## src/rtl/sid_pkg.sv

```systemverilog
// sid_pkg: register map, voice stride and bus-value lifetimes shared by the SID register file
package sid_pkg;

    localparam int TTL_W = 20;

    localparam int DECAY_6581_DEF = 7424;
    localparam int DECAY_8580_DEF = 663552;

    localparam logic [4:0] VOICE_STRIDE = 5'd7;

    localparam logic [4:0] REG_FREQ_LO  = 5'h00;
    localparam logic [4:0] REG_FREQ_HI  = 5'h01;
    localparam logic [4:0] REG_PW_LO    = 5'h02;
    localparam logic [4:0] REG_PW_HI    = 5'h03;
    localparam logic [4:0] REG_CONTROL  = 5'h04;
    localparam logic [4:0] REG_AD       = 5'h05;
    localparam logic [4:0] REG_SR       = 5'h06;
    localparam logic [4:0] REG_FC_LO    = 5'h15;
    localparam logic [4:0] REG_FC_HI    = 5'h16;
    localparam logic [4:0] REG_RES_FILT = 5'h17;
    localparam logic [4:0] REG_MODE_VOL = 5'h18;
    localparam logic [4:0] REG_POTX     = 5'h19;
    localparam logic [4:0] REG_POTY     = 5'h1A;
    localparam logic [4:0] REG_OSC3     = 5'h1B;
    localparam logic [4:0] REG_ENV3     = 5'h1C;

endpackage

```

## src/rtl/sid_voice_regs.sv

```systemverilog
// sid_voice_regs: the seven write-only registers of one SID voice at address BASE
module sid_voice_regs
    import sid_pkg::*;
#(
    parameter logic [4:0] BASE = 5'd0
) (
    input  logic        clk,
    input  logic        reset,
    input  logic        wr,
    input  logic [4:0]  addr,
    input  logic [7:0]  data_in,
    output logic [15:0] freq,
    output logic [11:0] pw,
    output logic [7:0]  control,
    output logic [7:0]  att_dec,
    output logic [7:0]  sus_rel
);

    logic [15:0] freq_q, freq_d;
    logic [11:0] pw_q, pw_d;
    logic [7:0]  control_q, control_d, att_dec_q, att_dec_d, sus_rel_q, sus_rel_d;
    logic [4:0]  off;
    logic        hit;

    // addresses below BASE wrap to large offsets, so one compare bounds both ends
    assign off = addr - BASE;
    assign hit = wr && (off < VOICE_STRIDE);

    always_comb begin
        freq_d[7:0]  = (hit && off == REG_FREQ_LO) ? data_in      : freq_q[7:0];
        freq_d[15:8] = (hit && off == REG_FREQ_HI) ? data_in      : freq_q[15:8];
        pw_d[7:0]    = (hit && off == REG_PW_LO)   ? data_in      : pw_q[7:0];
        pw_d[11:8]   = (hit && off == REG_PW_HI)   ? data_in[3:0] : pw_q[11:8];
        control_d    = (hit && off == REG_CONTROL) ? data_in      : control_q;
        att_dec_d    = (hit && off == REG_AD)      ? data_in      : att_dec_q;
        sus_rel_d    = (hit && off == REG_SR)      ? data_in      : sus_rel_q;
    end

    always_ff @(posedge clk) begin
        if (reset) begin
            freq_q    <= '0;
            pw_q      <= '0;
            control_q <= '0;
            att_dec_q <= '0;
            sus_rel_q <= '0;
        end else begin
            freq_q    <= freq_d;
            pw_q      <= pw_d;
            control_q <= control_d;
            att_dec_q <= att_dec_d;
            sus_rel_q <= sus_rel_d;
        end
    end

    assign freq    = freq_q;
    assign pw      = pw_q;
    assign control = control_q;
    assign att_dec = att_dec_q;
    assign sus_rel = sus_rel_q;

endmodule

```

## src/rtl/sid_regs.sv

```systemverilog
// sid_regs: SID CPU register file with registered read port and a decaying data-bus value
module sid_regs
    import sid_pkg::*;
#(
    parameter int DECAY_6581 = DECAY_6581_DEF,
    parameter int DECAY_8580 = DECAY_8580_DEF
) (
    input  logic             clk,
    input  logic             reset,
    input  logic             ce_1m,
    input  logic             mode,
    input  logic             cs,
    input  logic             we,
    input  logic [4:0]       addr,
    input  logic [7:0]       data_in,
    output logic [7:0]       data_out,
    input  logic [7:0]       pot_x,
    input  logic [7:0]       pot_y,
    input  logic [7:0]       osc3,
    input  logic [7:0]       env3,
    output logic [2:0][15:0] freq,
    output logic [2:0][11:0] pw,
    output logic [2:0][7:0]  control,
    output logic [2:0][7:0]  att_dec,
    output logic [2:0][7:0]  sus_rel,
    output logic [10:0]      fc,
    output logic [7:0]       Res_Filt,
    output logic [7:0]       Mode_Vol
);

    logic             wr, rd;
    logic [7:0]       data_out_q, data_out_d, bus_value_q, bus_value_d;
    logic [7:0]       res_filt_q, res_filt_d, mode_vol_q, mode_vol_d;
    logic [10:0]      fc_q, fc_d;
    logic [TTL_W-1:0] ttl_q, ttl_d;

    assign wr = cs && we && ce_1m;
    assign rd = cs && !we && ce_1m;

    for (genvar g = 0; g < 3; g++) begin : g_voice
        sid_voice_regs #(
            .BASE(5'(g) * VOICE_STRIDE)
        ) u_voice (
            .clk     (clk),
            .reset   (reset),
            .wr      (wr),
            .addr    (addr),
            .data_in (data_in),
            .freq    (freq[g]),
            .pw      (pw[g]),
            .control (control[g]),
            .att_dec (att_dec[g]),
            .sus_rel (sus_rel[g])
        );
    end

    always_comb begin
        fc_d[2:0]   = (wr && addr == REG_FC_LO)    ? data_in[2:0] : fc_q[2:0];
        fc_d[10:3]  = (wr && addr == REG_FC_HI)    ? data_in      : fc_q[10:3];
        res_filt_d  = (wr && addr == REG_RES_FILT) ? data_in      : res_filt_q;
        mode_vol_d  = (wr && addr == REG_MODE_VOL) ? data_in      : mode_vol_q;
        // the lifetime is latched at write time, so a later mode change leaves a running ttl alone
        ttl_d       = wr ? (mode ? TTL_W'(DECAY_8580) : TTL_W'(DECAY_6581))
                    : (ce_1m && ttl_q != '0) ? ttl_q - TTL_W'(1) : ttl_q;
        bus_value_d = wr ? data_in : (ce_1m && ttl_q == TTL_W'(1)) ? 8'h00 : bus_value_q;
        data_out_d  = !rd                ? data_out_q
                    : addr == REG_POTX   ? pot_x
                    : addr == REG_POTY   ? pot_y
                    : addr == REG_OSC3   ? osc3
                    : addr == REG_ENV3   ? env3
                    :                      bus_value_q;
    end

    always_ff @(posedge clk) begin
        if (reset) begin
            fc_q        <= '0;
            res_filt_q  <= '0;
            mode_vol_q  <= '0;
            ttl_q       <= '0;
            bus_value_q <= '0;
            data_out_q  <= '0;
        end else begin
            fc_q        <= fc_d;
            res_filt_q  <= res_filt_d;
            mode_vol_q  <= mode_vol_d;
            ttl_q       <= ttl_d;
            bus_value_q <= bus_value_d;
            data_out_q  <= data_out_d;
        end
    end

    assign data_out = data_out_q;
    assign fc       = fc_q;
    assign Res_Filt = res_filt_q;
    assign Mode_Vol = mode_vol_q;

endmodule

```

## config.mk

```make
export PLATFORM = sky130hd
export DESIGN_NAME = sid_regs
export DESIGN_NICKNAME = d
export VERILOG_FILES = /design/src/rtl/sid_pkg.sv /design/src/rtl/sid_voice_regs.sv /design/src/rtl/sid_regs.sv
export SDC_FILE = /design/constraint.sdc
export NUM_CORES = 1
export LEC_CHECK = 0
export BUFFER_PORTS_ARGS = -buffer_cell sky130_fd_sc_hd__buf_2
export CORE_ASPECT_RATIO = 0.75
export CORE_MARGIN = 2
export CORE_UTILIZATION = 52
export DETAILED_ROUTE_END_ITERATION = 7
export GPL_ROUTABILITY_DRIVEN = 1
export PLACE_DENSITY = 0.82
export REMOVE_ABC_BUFFERS = 1
export SLEW_MARGIN = 40
export SYNTH_ARGS = -nofsm -noshare
export SYNTH_HDL_FRONTEND = slang
export SYNTH_SLANG_ARGS = --single-unit
```

## constraint.sdc

```tcl
create_clock -name clk -period 5.1 [get_ports clk]
set_input_delay 0.51 -clock clk [delete_from_list [all_inputs] [get_ports clk]]
set_output_delay 0.51 -clock clk [all_outputs]
set_load 0.01 [all_outputs]
```

==> flow_summary.json <==
{
  "slew_headroom_pct": 42.7,
  "synth_seq_area_share_pct": 46.7,
  "grt_overflow": 0,
  "ir_worst_vdd_mv": 0.218,
  "fmax_mhz": 401,
  "clockBufferDepth": 3,
  "yosysWarnings": 0,
  "skew_ns": 0.0221,
  "finalPower_uw": 4140,
  "rows": 42,
  "synth_area_leaders": "dfxtp_1, mux2i_1, nand2b_1",
  "ff2ff_setup_slack_ns": 2.72,
  "path_clk_slew_ns": 0.07,
  "leakagePower_uw": 0.00555,
  "finalCriticalPeriod_ns": 2.49,
  "syn_avg_cell_area_um2": 9.49,
  "start_kind": "input pin",
  "synth_top_area_share_pct": 46.7,
  "gp_congestion": 0.961,
  "drc": 0,
  "ant_nets": 0,
  "initial_core_util_pct": 53.2,
  "yosys.area.top_type": "dfxtp_1",
  "grt_max_degree": 104,
  "critPathCapture": "g_voice[0].u_voice.sus_rel[7]",
  "wl_met3_mm": 2.29,
  "p_per_area_nw_per_um2": 364,
  "post_cts_buffers": 0,
  "htree_num_levels": 1,
  "worstPathMaxFanout": 18,
  "ys_seq_elements": 219,
  "hpwlAfterDp_mm": 18.2,
  "fillers": 1452,
  "core_area_um2": 17700,
  "crit_path_start": "addr[0]",
  "r2r-end": "ttl_q[16]",
  "portBuffers": 241,
  "setup_tns_ns": 0,
  "cts_tree": "built",
  "grt_usage_pct": 27.1,
  "syn_inst": 989,
  "first_global_vias": 7702,
  "fp.dieH_um": 120,
  "dr.max_layer_used": "met4",
  "grt_pass1_wl_mm": 41.8,
  "synth_cell_types": 54,
  "maxCapViolCount": 0,
  "yosysMostFrequentCell": "dfxtp_1",
  "hold_viol_final": 0,
  "clock_latency_ns": 0.52,
  "routedWlPerCell_um": 18.6,
  "setup_viol": 0,
  "arrival_ns": 2.86,
  "hold_buffers": 0,
  "cts-root-buf": "clkbuf_16",
  "numCtsBuffers": 22,
  "avgViaCountPerCell": 5.58,
  "ys.flop_type": "dfxtp_1",
  "synthToLayoutAreaGrowth_pct": 21.1,
  "dr_total_vias": 8036,
  "nNetsFinal": 1247,
  "drt-total-wl_mm": 26.8,
  "outcome": "finished, final reports clean",
  "fin_crit_sh_pct": 48.9,
  "dr.pass1.iters": 5,
  "wl_met1_mm": 12.0,
  "crit_required_ns": 5.47,
  "criticalPathCategory": "in -> reg",
  "top_level_ports": 242,
  "drt_iter0_markers": 586,
  "die-area_um2": 19200,
  "multiInputGateArea_um2": 4690,
  "worstMarginPinSlew_ns": 0.859,
  "num_antenna_cells": 0,
  "async_reset_ff_share_pct": 0,
  "rsz0062_at_grt": "no",
  "netlist_area_um2": 9390,
  "antenna_found_initial": 0,
  "end_kind": "register",
  "synth_common_cells": "dfxtp_1, mux2i_1, nand2b_1",
  "r2r_cells": 4,
  "synth_edf_count": 0,
  "seq_area_um2": 4380,
  "crit-reg2reg-launch": "ttl_q[2]",
  "cts_resized": 0,
  "hp-class": "in -> reg",
  "wl_met2_mm": 11.8,
  "drive_gt1_share_pct": 25.7,
  "cts_sinks": 219,
  "die_w_um": 159,
  "maxSlewViolCount": 0
}
critical path: stages:
cell and delay (ns):
buf_2 0.16, inv_1 0.10, ha_1 0.47, and4_1 0.68
nand3_1 0.54, mux2i_1 0.32, nor2_1 0.07
state kept, by name, summed over array words and instances (netlist names):
| register | cells |
|---|---|
| g_voice.u_voice.freq | 48 |
| g_voice.u_voice.pw | 36 |
| Res_Filt | 8 |
| Mode_Vol | 8 |
| ttl_q | 20 |
| g_voice.u_voice.att_dec | 24 |
| g_voice.u_voice.sus_rel | 24 |
| fc | 11 |
| g_voice.u_voice.control | 24 |
| bus_value_q | 8 |
| data_out | 8 |
cells by family (layout without fill, tap and decap cells):
kind of cell,count (synthesis),in the layout,share of synthesized area (%)
XOR/XNOR,4,4,0.373
buffers and inverters,85,293,3.41
AO/OA/AOI/OAI,122,122,8.33
multiplexers,164,164,17.6
flip-flops,219,219,46.7
adder cells (fa/ha/maj),9,9,1.20
AND/OR/NAND/NOR,386,386,22.4
cell type report:
cell class	count	area share, %
inverters	6	0.198
repair buffers	253	11.3
multi-input cells	685	41.3
flip-flops and latches	219	38.6
well taps	242	2.66
clock inverters	8	0.748
clock buffers	26	5.24
per-stage QoR:
stage | hold WS [ns] | std cells | cell area [um^2] | util, % | worst slack [ns]
after floorplan | 0.437 | 910 | 9090 | - | -0.577
after global placement | 0.439 | 1398 | 10600 | 60.3 | 2.28
after detailed placement | 0.446 | 1404 | 10700 | 60.5 | 2.14
after CTS | 0.256 | 1438 | 11400 | 64.3 | 2.64
after global routing | 0.271 | 1439 | 11400 | 64.4 | 2.41
final | 0.262 | 1439 | 11400 | 64.4 | 2.61
routing by layer:
| layer | vias up | track usage [%] |
|---|---|---|
| met5 | - | 0 |
| met3 | 45 | 7.31 |
| met2 | 325 | 42.3 |
| li1 | 3841 | - |
| met4 | 0 | 7.95 |
| met1 | 3825 | 37.0 |
power by group:
group | leakage, uW | total, uW | switching, uW | internal, uW
Sequential | 0.00177 | 1850 | 78.4 | 1780
Combinational | 0.00345 | 737 | 450 | 288
Clock | 0.000331 | 1550 | 667 | 881
how the worst min path moves through the flow:
stage	slack, ns	to	startpoint	cells past startpoint
final	0.26	data_out[1]	pot_x[1]	3
after global routing	0.27	data_out[6]	pot_x[6]	3
after CTS	0.26	data_out[6]	pot_x[6]	3
after detailed placement	0.45	g_voice[0].u_voice.freq[1]	g_voice[0].u_voice.freq[1]	2
after global placement	0.44	g_voice[0].u_voice.freq[10]	g_voice[0].u_voice.freq[10]	2
after floorplan	0.44	bus_value_q[0]	bus_value_q[0]	1
layout by cell type, fill, tap and decap left out, types with 3 or more instances in the layout:
cell type,count
buf_2,246
dfxtp_1,219
mux2i_1,156
nand2b_1,114
nand2_1,72
nor2_1,65
a21oi_1,50
nand3_1,40
clkbuf_16,22
o21ai_0,13
nor3_1,11
nor3b_1,10
nor2b_1,10
o22ai_1,9
or3_1,9
ha_1,9
a22o_1,8
mux2_2,8
a311oi_1,8
nor4_1,8
nand3b_1,7
inv_1,6
o211ai_1,6
buf_4,6
and2_1,5
and4_1,5
a211oi_1,5
xnor2_1,4
nand4_1,4
or4_1,4
and3_1,4
a31oi_1,4
nand4b_1,3
or3_2,3
clkbuf_8,3
clkinv_2,3
Note: power is estimated with default switching activity, not from simulation.
